--- src/rtl/uart_receiver.sv ---
`default_nettype none
// ============================================================================
// Module   : uart_receiver
// Brief    : One-sample-per-bit UART receiver (8N1+) feeding a FWFT receive
//            FIFO, with framing-error pulse and sticky overrun flag.
// Revision : 1.0 - initial release
// ============================================================================
module uart_receiver #(
  parameter int SYNC_STAGES = 2,
  parameter int FIFO_DEPTH  = 4
) (
  input  logic       clk_115200hz,
  input  logic       reset,
  input  logic       rx,
  output logic [0:7] rd_data,
  output logic       rd_valid,
  input  logic       rd_ready,
  output logic       frame_err,
  output logic       overrun,
  input  logic       clr_err,
  output logic       busy
);

  localparam int            c_AW      = $clog2(FIFO_DEPTH);
  localparam logic [c_AW:0] c_PTR_ONE = {{c_AW{1'b0}}, 1'b1};

  typedef enum logic [1:0] {
    S_WAIT_IDLE = 2'd0,
    S_IDLE      = 2'd1,
    S_DATA      = 2'd2,
    S_STOP      = 2'd3
  } state_t;

  // --------------------------------------------------------------------------
  // rx synchroniser; resets to the idle (high) line level
  // --------------------------------------------------------------------------
  logic [SYNC_STAGES-1:0] sync_q;
  logic                   rx_sync;

  always_ff @(posedge clk_115200hz or posedge reset) begin
    if (reset) begin
      sync_q <= '1;
    end else begin
      sync_q <= {sync_q[SYNC_STAGES-2:0], rx};
    end
  end

  assign rx_sync = sync_q[SYNC_STAGES-1];

  // --------------------------------------------------------------------------
  // Frame FSM
  // --------------------------------------------------------------------------
  state_t     state_q,     state_d;
  logic [2:0] bit_idx_q,   bit_idx_d;
  logic [0:7] shift_q,     shift_d;
  logic       frame_err_q, frame_err_d;
  logic       push;

  always_ff @(posedge clk_115200hz or posedge reset) begin
    if (reset) begin
      state_q     <= S_WAIT_IDLE;
      bit_idx_q   <= 3'd7;
      shift_q     <= '0;
      frame_err_q <= 1'b0;
    end else begin
      state_q     <= state_d;
      bit_idx_q   <= bit_idx_d;
      shift_q     <= shift_d;
      frame_err_q <= frame_err_d;
    end
  end

  always_comb begin
    state_d     = state_q;
    bit_idx_d   = bit_idx_q;
    shift_d     = shift_q;
    frame_err_d = 1'b0;
    push        = 1'b0;
    case (state_q)
      S_WAIT_IDLE: begin
        if (rx_sync) state_d = S_IDLE;
      end
      S_IDLE: begin
        if (!rx_sync) begin
          state_d   = S_DATA;
          bit_idx_d = 3'd7;
        end
      end
      S_DATA: begin
        // First serial data bit lands in index 7, last in index 0
        shift_d[bit_idx_q] = rx_sync;
        if (bit_idx_q == 3'd0) begin
          state_d = S_STOP;
        end else begin
          bit_idx_d = bit_idx_q - 3'd1;
        end
      end
      S_STOP: begin
        if (rx_sync) begin
          push    = 1'b1;
          state_d = S_IDLE;
        end else begin
          frame_err_d = 1'b1;
          state_d     = S_WAIT_IDLE;
        end
      end
      default: state_d = S_WAIT_IDLE;
    endcase
  end

  // --------------------------------------------------------------------------
  // Receive FIFO (first-word fall-through)
  // --------------------------------------------------------------------------
  logic [c_AW:0] wr_ptr_q;
  logic [c_AW:0] rd_ptr_q;
  logic [0:7]    mem_q [FIFO_DEPTH];
  logic          overrun_q;
  logic          fifo_empty;
  logic          fifo_full;
  logic          pop;
  logic          push_ok;
  logic          drop;

  assign fifo_empty = (wr_ptr_q == rd_ptr_q);
  assign fifo_full  = (wr_ptr_q[c_AW] != rd_ptr_q[c_AW]) &&
                      (wr_ptr_q[c_AW-1:0] == rd_ptr_q[c_AW-1:0]);
  assign pop        = !fifo_empty && rd_ready;
  // A pop on the same edge frees the slot the push writes into
  assign push_ok    = push && (!fifo_full || pop);
  assign drop       = push && fifo_full && !pop;

  always_ff @(posedge clk_115200hz or posedge reset) begin
    if (reset) begin
      wr_ptr_q  <= '0;
      rd_ptr_q  <= '0;
      overrun_q <= 1'b0;
      for (int i = 0; i < FIFO_DEPTH; i++) begin
        mem_q[i] <= '0;
      end
    end else begin
      if (push_ok) begin
        mem_q[wr_ptr_q[c_AW-1:0]] <= shift_q;
        wr_ptr_q                  <= wr_ptr_q + c_PTR_ONE;
      end
      if (pop) begin
        rd_ptr_q <= rd_ptr_q + c_PTR_ONE;
      end
      overrun_q <= drop || (overrun_q && !clr_err);
    end
  end

  assign rd_data   = mem_q[rd_ptr_q[c_AW-1:0]];
  assign rd_valid  = !fifo_empty;
  assign frame_err = frame_err_q;
  assign overrun   = overrun_q;
  assign busy      = (state_q == S_DATA) || (state_q == S_STOP);

endmodule
`default_nettype wire

--- config.mk ---
export PLATFORM = sky130hd
export DESIGN_NAME = uart_receiver
export DESIGN_NICKNAME = d
export VERILOG_FILES = /design/src/rtl/uart_receiver.sv
export SDC_FILE = /design/constraint.sdc
export NUM_CORES = 1
export LEC_CHECK = 0
export CAP_MARGIN = 0
export CORE_AREA = 10 10 82 84
export DETAILED_ROUTE_END_ITERATION = 8
export DIE_AREA = 0 0 92 94
export PLACE_DENSITY = 0.74
export SLEW_MARGIN = 10
export SYNTH_ARGS = -nofsm -noshare
export SYNTH_HDL_FRONTEND = slang
export SYNTH_SLANG_ARGS = --single-unit
--- constraint.sdc ---
create_clock -name clk_115200hz -period 2.7 [get_ports clk_115200hz]
set_input_delay 0.405 -clock clk_115200hz [delete_from_list [all_inputs] [get_ports clk_115200hz]]
set_output_delay 0.405 -clock clk_115200hz [all_outputs]
set_load 0.02 [all_outputs]
* After elaboration in Yosys (flattened, before gate mapping)
Cells that the tools add are included.
** Operators by class
- $add $sub $neg :: 3
- $lt $le $gt $ge :: 5
- Equal/unequal tests :: 10
- Multiplexer cells :: 21
- Bitwise gates (word level) :: 3
- Reductions and logical operators :: 20
** Operator list (count)
- 32-bit bitwise mux :: 1
- 8-bit 2-to-1 mux :: 3
- 8-bit binary-select mux with 2-bit select :: 1
- 8-bit demux with 2-bit select :: 1
- 8-bit bitwise mux :: 1
- 1-bit logical AND :: 8
- 2-bit inequality test, second input constant :: 4
- 2-bit one-hot mux with 4 select lines :: 1
- 3-bit by 1-bit adder with 3-bit output, second input constant :: 2
- 3-bit greater-or-equal comparator, second input constant :: 2
- 1-bit 2-to-1 mux :: 6
- 2-bit 2-to-1 mux :: 3
- 3-bit 2-to-1 mux :: 2
- 2-bit NOT with 3-bit output :: 2
- 3-bit one-hot mux with 2 select lines :: 1
- 3-bit AND reduction :: 2
- 2-bit == test, second input constant :: 2
- 4-bit greater-or-equal comparator, second input constant :: 1
- 1-bit logical NOT :: 4
- 4-bit by 1-bit < comparator with 1-bit output, second input constant :: 1
- 3-bit NOT with 4-bit output :: 1
- 1-bit demux with 3-bit select :: 1
- 3-bit == test :: 1
- 3-bit logical NOT :: 1
- 8 further kinds :: 10
** Storage, ports and cells
- Bits in registers :: 55
- Bits of input ports :: 5
- Output and inout port bits :: 12
- Logic and storage cells :: 74

* Longest topological paths before layout
- Depth in word-level cells :: 6
- Depth in mapped cells :: 7
- Gate-level depth less buffers :: 6

* Worst setup path after synthesis
OpenSTA, ideal clock, no wires.
- Path type :: reg2reg
- Start :: reg bit_idx_q[0]
- End :: reg state_q[1]
- Setup time :: 125 ps
- Data arrival time :: 1852 ps
- Required time :: 2575 ps
- Path slack :: 723 ps
- Cell stages (with the launch flop) :: 8
- Path buffers :: 1
- Period minus slack after synthesis :: 1977 ps
- Cell sequence :: dfstp_2 -> clkbuf_1 -> inv_1 -> ha_1 -> ha_1 -> nand2b_1 -> nand3_1 -> mux2_2
** On the way
- Word-level cells in the longest chain between the ends :: 3
** RTL lines
- from (decl) :: RTL line 54 : logic [2:0] bit_idx_q, bit_idx_d;
- from (signal assigned) :: RTL line 67 : bit_idx_q <= bit_idx_d;
- 3-bit logical NOT :: RTL line 92 : if (bit_idx_q == 3'd0) begin
- 2-bit inequality test (no source line)
- 3-bit AND reduction (no source line)
- to (signal assigned) :: RTL line 66 : state_q <= state_d;
- to (decl) :: RTL line 53 : state_t state_q, state_d;
Every way passes these cells.
A chain may end at the register's enable or synchronous reset.

* Worst setup path in the final report
- Start :: reg rd_ptr_q[0]
- End :: out rd_data[4] in the netlist's numbering
** On the way
- Word-level cells in the longest chain between the ends :: 4
** RTL lines
- from (decl) :: RTL line 115 : logic [c_AW:0] rd_ptr_q;
- from (signal assigned) :: RTL line 146 : rd_ptr_q <= rd_ptr_q + c_PTR_ONE;
- 2-bit NOT with 3-bit output (not written as such) :: RTL line 152 : assign rd_data = mem_q[rd_ptr_q[c_AW-1:0]];
- 8-bit binary-select mux with 2-bit select :: RTL line 152
- 8-bit 2-to-1 mux (not written as such) (2 in a row) :: RTL line 152
- to (decl) :: RTL line 15 : output logic [0:7] rd_data,
Every way passes these cells. The select of a mux whose other input is x is not followed.

==> metrics.log <==
INFO  metric crit_arrival = 2110 ps
INFO  metric comb_power_share = 45.8%
INFO  metric run_status = finished, final reports clean
INFO  metric syn-cell-area = 0.00277 sq mm
INFO  metric power_leakage = 1.42 nW
INFO  metric layout_commonest_cell = sky130_fd_sc_hd__dfrtp_1
INFO  metric most-common-layout-cells = 49 x sky130_fd_sc_hd__dfrtp_1, 43 x sky130_fd_sc_hd__mux2_2, 16 x sky130_fd_sc_hd__clkdlybuf4s50_1
INFO  metric detail-route-antenna-nets = 0
INFO  metric seq_area_frac_synth = 50.0%
INFO  metric rr_startpoint = rd_ptr_q[1]$_DFFE_PP0P_
INFO  metric worst_path_max_delay_cell = sky130_fd_sc_hd__clkdlybuf4s50_1
INFO  metric p_per_area = 1170 mW/mm^2
INFO  metric holdPathEnd = sync_q[1]$_DFF_PP1_
INFO  metric drt-initial-drc-count = 31
INFO  metric grt.total_usage = 12.5%
INFO  metric clock.fmax = 398 MHz
INFO  metric final.period_utilization = 93.1%
INFO  metric max-clock-path-buffers = 2
INFO  metric finalNetCount = 226
INFO  metric rr_endpoint = mem_q[28]$_DFFE_PP0P_
INFO  metric die_x = 92 um
INFO  metric cts_num_sinks = 55
INFO  metric dpl.hpwl = 3750 um
INFO  metric num_vias = 1,568
INFO  metric antenna-diode-count = 0
INFO  metric power_report.internal_total = 2.22 mW
INFO  metric skew = 8.35 ps
INFO  metric min_path_type = register to register
INFO  metric cts_tree = built
INFO  metric filler_cell_count = 414
INFO  metric die-area = 0.00865 sq mm
INFO  metric final.min_clock_period = 2510 ps
INFO  metric timing.critical_path.from_type = register
INFO  metric postCtsSetupBuffers = 0
INFO  metric number_of_input_and_output_port_buffers_inserted = 16
INFO  metric syn-num-nets = 203
INFO  metric fraction_of_final_layout_cells_sized_beyond_drive_strength_1 = 38.6%
INFO  metric largest_fanout_on_the_critical_path = 7
INFO  metric start_util = 54.5%
INFO  metric switching_power = 1.44 mW
INFO  metric slew_headroom = 54.7%
INFO  metric number_of_global_route_vias_before_repair = 1,663
INFO  metric synth_ff_type = sky130_fd_sc_hd__dfrtp_1
INFO  metric sequentialPowerShare = 41.5%
INFO  metric ctsHtreeMaxLevel = 2
INFO  metric swShare = 39.3%
INFO  metric power.share.clock = 12.7%
INFO  metric antenna_violations_before_repair = 0
INFO  metric drt-total-wl = 5090 um
INFO  metric synth.yosys.warnings = 0
INFO  metric dieHeight = 94 um
INFO  metric clock_latency = 320 ps
INFO  metric detail_route.vias_per_cell = 5.60
INFO  metric grt_pass1_wl = 8670 um
INFO  metric vdd.ir_drop.worst = 0.558 mV
INFO  metric max_transition_viols_final = 0
INFO  metric finalSetupViolCount = 0
INFO  metric hold_viol_final = 0
INFO  metric max_cap_viol_count = 0
INFO  metric post_synth_num_cell_types = 39
INFO  metric tightest_slew = 680 ps
INFO  metric design.core.area = 0.00507 sq mm
INFO  metric layout.core_utilization = 61.5%
INFO  metric path_class = register to output pin
INFO  metric hold_depth = 0
INFO  metric required = 2300 ps
INFO  metric hold_path_startpoint = sync_q[0]$_DFF_PP1_
INFO  metric final_weighted_congestion_of_routability_driven_global_placement = 0.780
INFO  metric num_rows = 26
INFO  metric routed_wire_length_per_instance = 18.2 um
INFO  metric mean_post_synth_cell_area = 14.9 sq um
INFO  metric critical_path.endpoint_type = output pin
INFO  metric asyncSetResetFlopFracSynth = 100%
INFO  metric detail_route.first_pass.iterations = 4
INFO  metric reg2reg_depth = 4
INFO  metric ys_seq_elements = 55
INFO  metric inserted_clock_buffers = 5
INFO  metric tns = 0 ps
INFO  metric path_cells = buf_4 -> mux4_2 -> clkdlybuf4s50_1
INFO  metric ios = 17
INFO  metric clk_root_buffer_cell = sky130_fd_sc_hd__clkbuf_8
INFO  metric syn_inst = 186
INFO  metric maximum_number_of_pins_on_one_net_before_global_route_repair = 56
INFO  metric post-route-drc-count = 0
INFO  metric grt_setup_unrepaired = no
INFO  metric areaGrowthSynthToFinish = 12.8%
INFO  metric overflow = 0
INFO  metric synth_edf_count = 0
INFO  metric slowest_delay = 560 ps
INFO  metric clkSlewWorstSetupHoldPaths = 100 ps
INFO  metric rrSetupSlack = 490 ps
==> routing by layer <==
metal  part of all wire [%]  GRT usage [%]  vias up
met5                      0              0        -
met4                   0.88           3.86        0
met3                    2.8           3.76        5
met2                     51           21.2       14
met1                     45           15.0      813
li1                       -              -      736
==> power by group through the flow <==
stage          Sequential [mW]  Combinational (mW)  Clock, mW
3_3_place_gp              1.49                1.59          0
6_report                  1.51                1.67      0.465
4_1_cts                   1.51                1.70      0.479
3_5_place_dp              1.53                1.70          0
2_1_floorplan             1.37                1.31          0
5_1_grt                   1.57                1.82      0.513
==> flip-flops by register name, indices dropped and copies added, names as in the netlist, 2 cells and up <==
signal,count
rd_ptr_q,3
wr_ptr_q,3
mem_q,32
bit_idx_q,3
state_q,2
sync_q,2
shift_q,8
==> synth_stat cells (2+ instances only) <==
library cell                 n  area (sq um)
sky130_fd_sc_hd__ha_1       12           150
sky130_fd_sc_hd__or2_2       2          12.5
sky130_fd_sc_hd__clkbuf_1    3          11.3
sky130_fd_sc_hd__dfstp_2     5           131
sky130_fd_sc_hd__buf_2       2          10.0
sky130_fd_sc_hd__a2bb2oi_1   2          17.5
sky130_fd_sc_hd__nand2b_1    3          18.8
sky130_fd_sc_hd__mux2_2     43           484
sky130_fd_sc_hd__mux4_2      8           180
sky130_fd_sc_hd__dfrtp_1    50          1250
sky130_fd_sc_hd__and3_1      4          25.0
sky130_fd_sc_hd__a22o_1      2          17.5
sky130_fd_sc_hd__inv_1      11          41.3
sky130_fd_sc_hd__o41ai_4     4           110
sky130_fd_sc_hd__nand4_1     3          18.8
sky130_fd_sc_hd__nand2_1     2          7.51
sky130_fd_sc_hd__xnor2_1     3          26.3
sky130_fd_sc_hd__nor2_1      2          7.51
sky130_fd_sc_hd__mux2i_1     2          20.0
sky130_fd_sc_hd__nor3_1      3          15.0
sky130_fd_sc_hd__xor2_4      2          55.1
==> cells by family after synthesis <==
| kind of cell | share of synthesized area, % |
|---|---|
| buffers and inverters | 2.67 |
| muxes | 24.8 |
| adders and majority gates | 5.43 |
| xor gates and xnor gates | 3.85 |
| and+or+nand+nor | 4.89 |
| DFF | 50.0 |
| AOI/OAI and AO/OA | 8.42 |
==> worst max-delay path: cells and delay by family, from the launching register on <==
kind | cells | cell delay, ps
multiplexers | 1 | 510
flip-flops | 1 | 480
buffers and inverters | 2 | 800
==> stage by stage <==
step | power (mW) | instance area (sq um) | setup WS (ps) | hold WS, ps | instances
floorplan | 2.68 | 2770 | 723 | 345 | 186
global placement | 3.08 | 3030 | 372 | 347 | 272
detailed placement | 3.23 | 3030 | 294 | 348 | 272
CTS | 3.69 | 3120 | 52.8 | 363 | 280
global route | 3.91 | 3120 | 88.8 | 373 | 280
finish | 3.65 | 3120 | 187 | 362 | 280
==> how the worst max path moves through the flow <==
stage | cells after the start | to | slack [ps] | from
2_1_floorplan | 7 | state_q[1]$_DFFE_PP0P_ | 720 | bit_idx_q[0]$_DFFE_PP1P_
3_3_place_gp | 3 | mem_q[26]$_DFFE_PP0P_ | 370 | rd_ready
3_5_place_dp | 3 | mem_q[30]$_DFFE_PP0P_ | 290 | rd_ready
4_1_cts | 3 | rd_data[4] | 50 | rd_ptr_q[0]$_DFFE_PP0P_
5_1_grt | 4 | rd_valid | 90 | wr_ptr_q[0]$_DFFE_PP0P_
6_report | 3 | rd_data[4] | 190 | rd_ptr_q[0]$_DFFE_PP0P_
==> cell type report <==
type / count / area [sq um] / share of cell area [%]
clock buffers: 5 / 68.8 / 2.21
clock inverters: 3 / 23.8 / 0.762
inverters: 11 / 41.3 / 1.32
multi-input cells: 114 / 1310 / 42.0
flip-flops and latches: 55 / 1380 / 44.4
well taps: 70 / 87.6 / 2.81
repair buffers: 22 / 205 / 6.58
==> timing repair <==
item | 4_1_cts | 5_1_grt
endpoints found under the setup margin | 0 | 7
resized for setup | 0 | 1
hold buffers | 0 | 0
No activity file was read; power rests on OpenSTA's default activity.
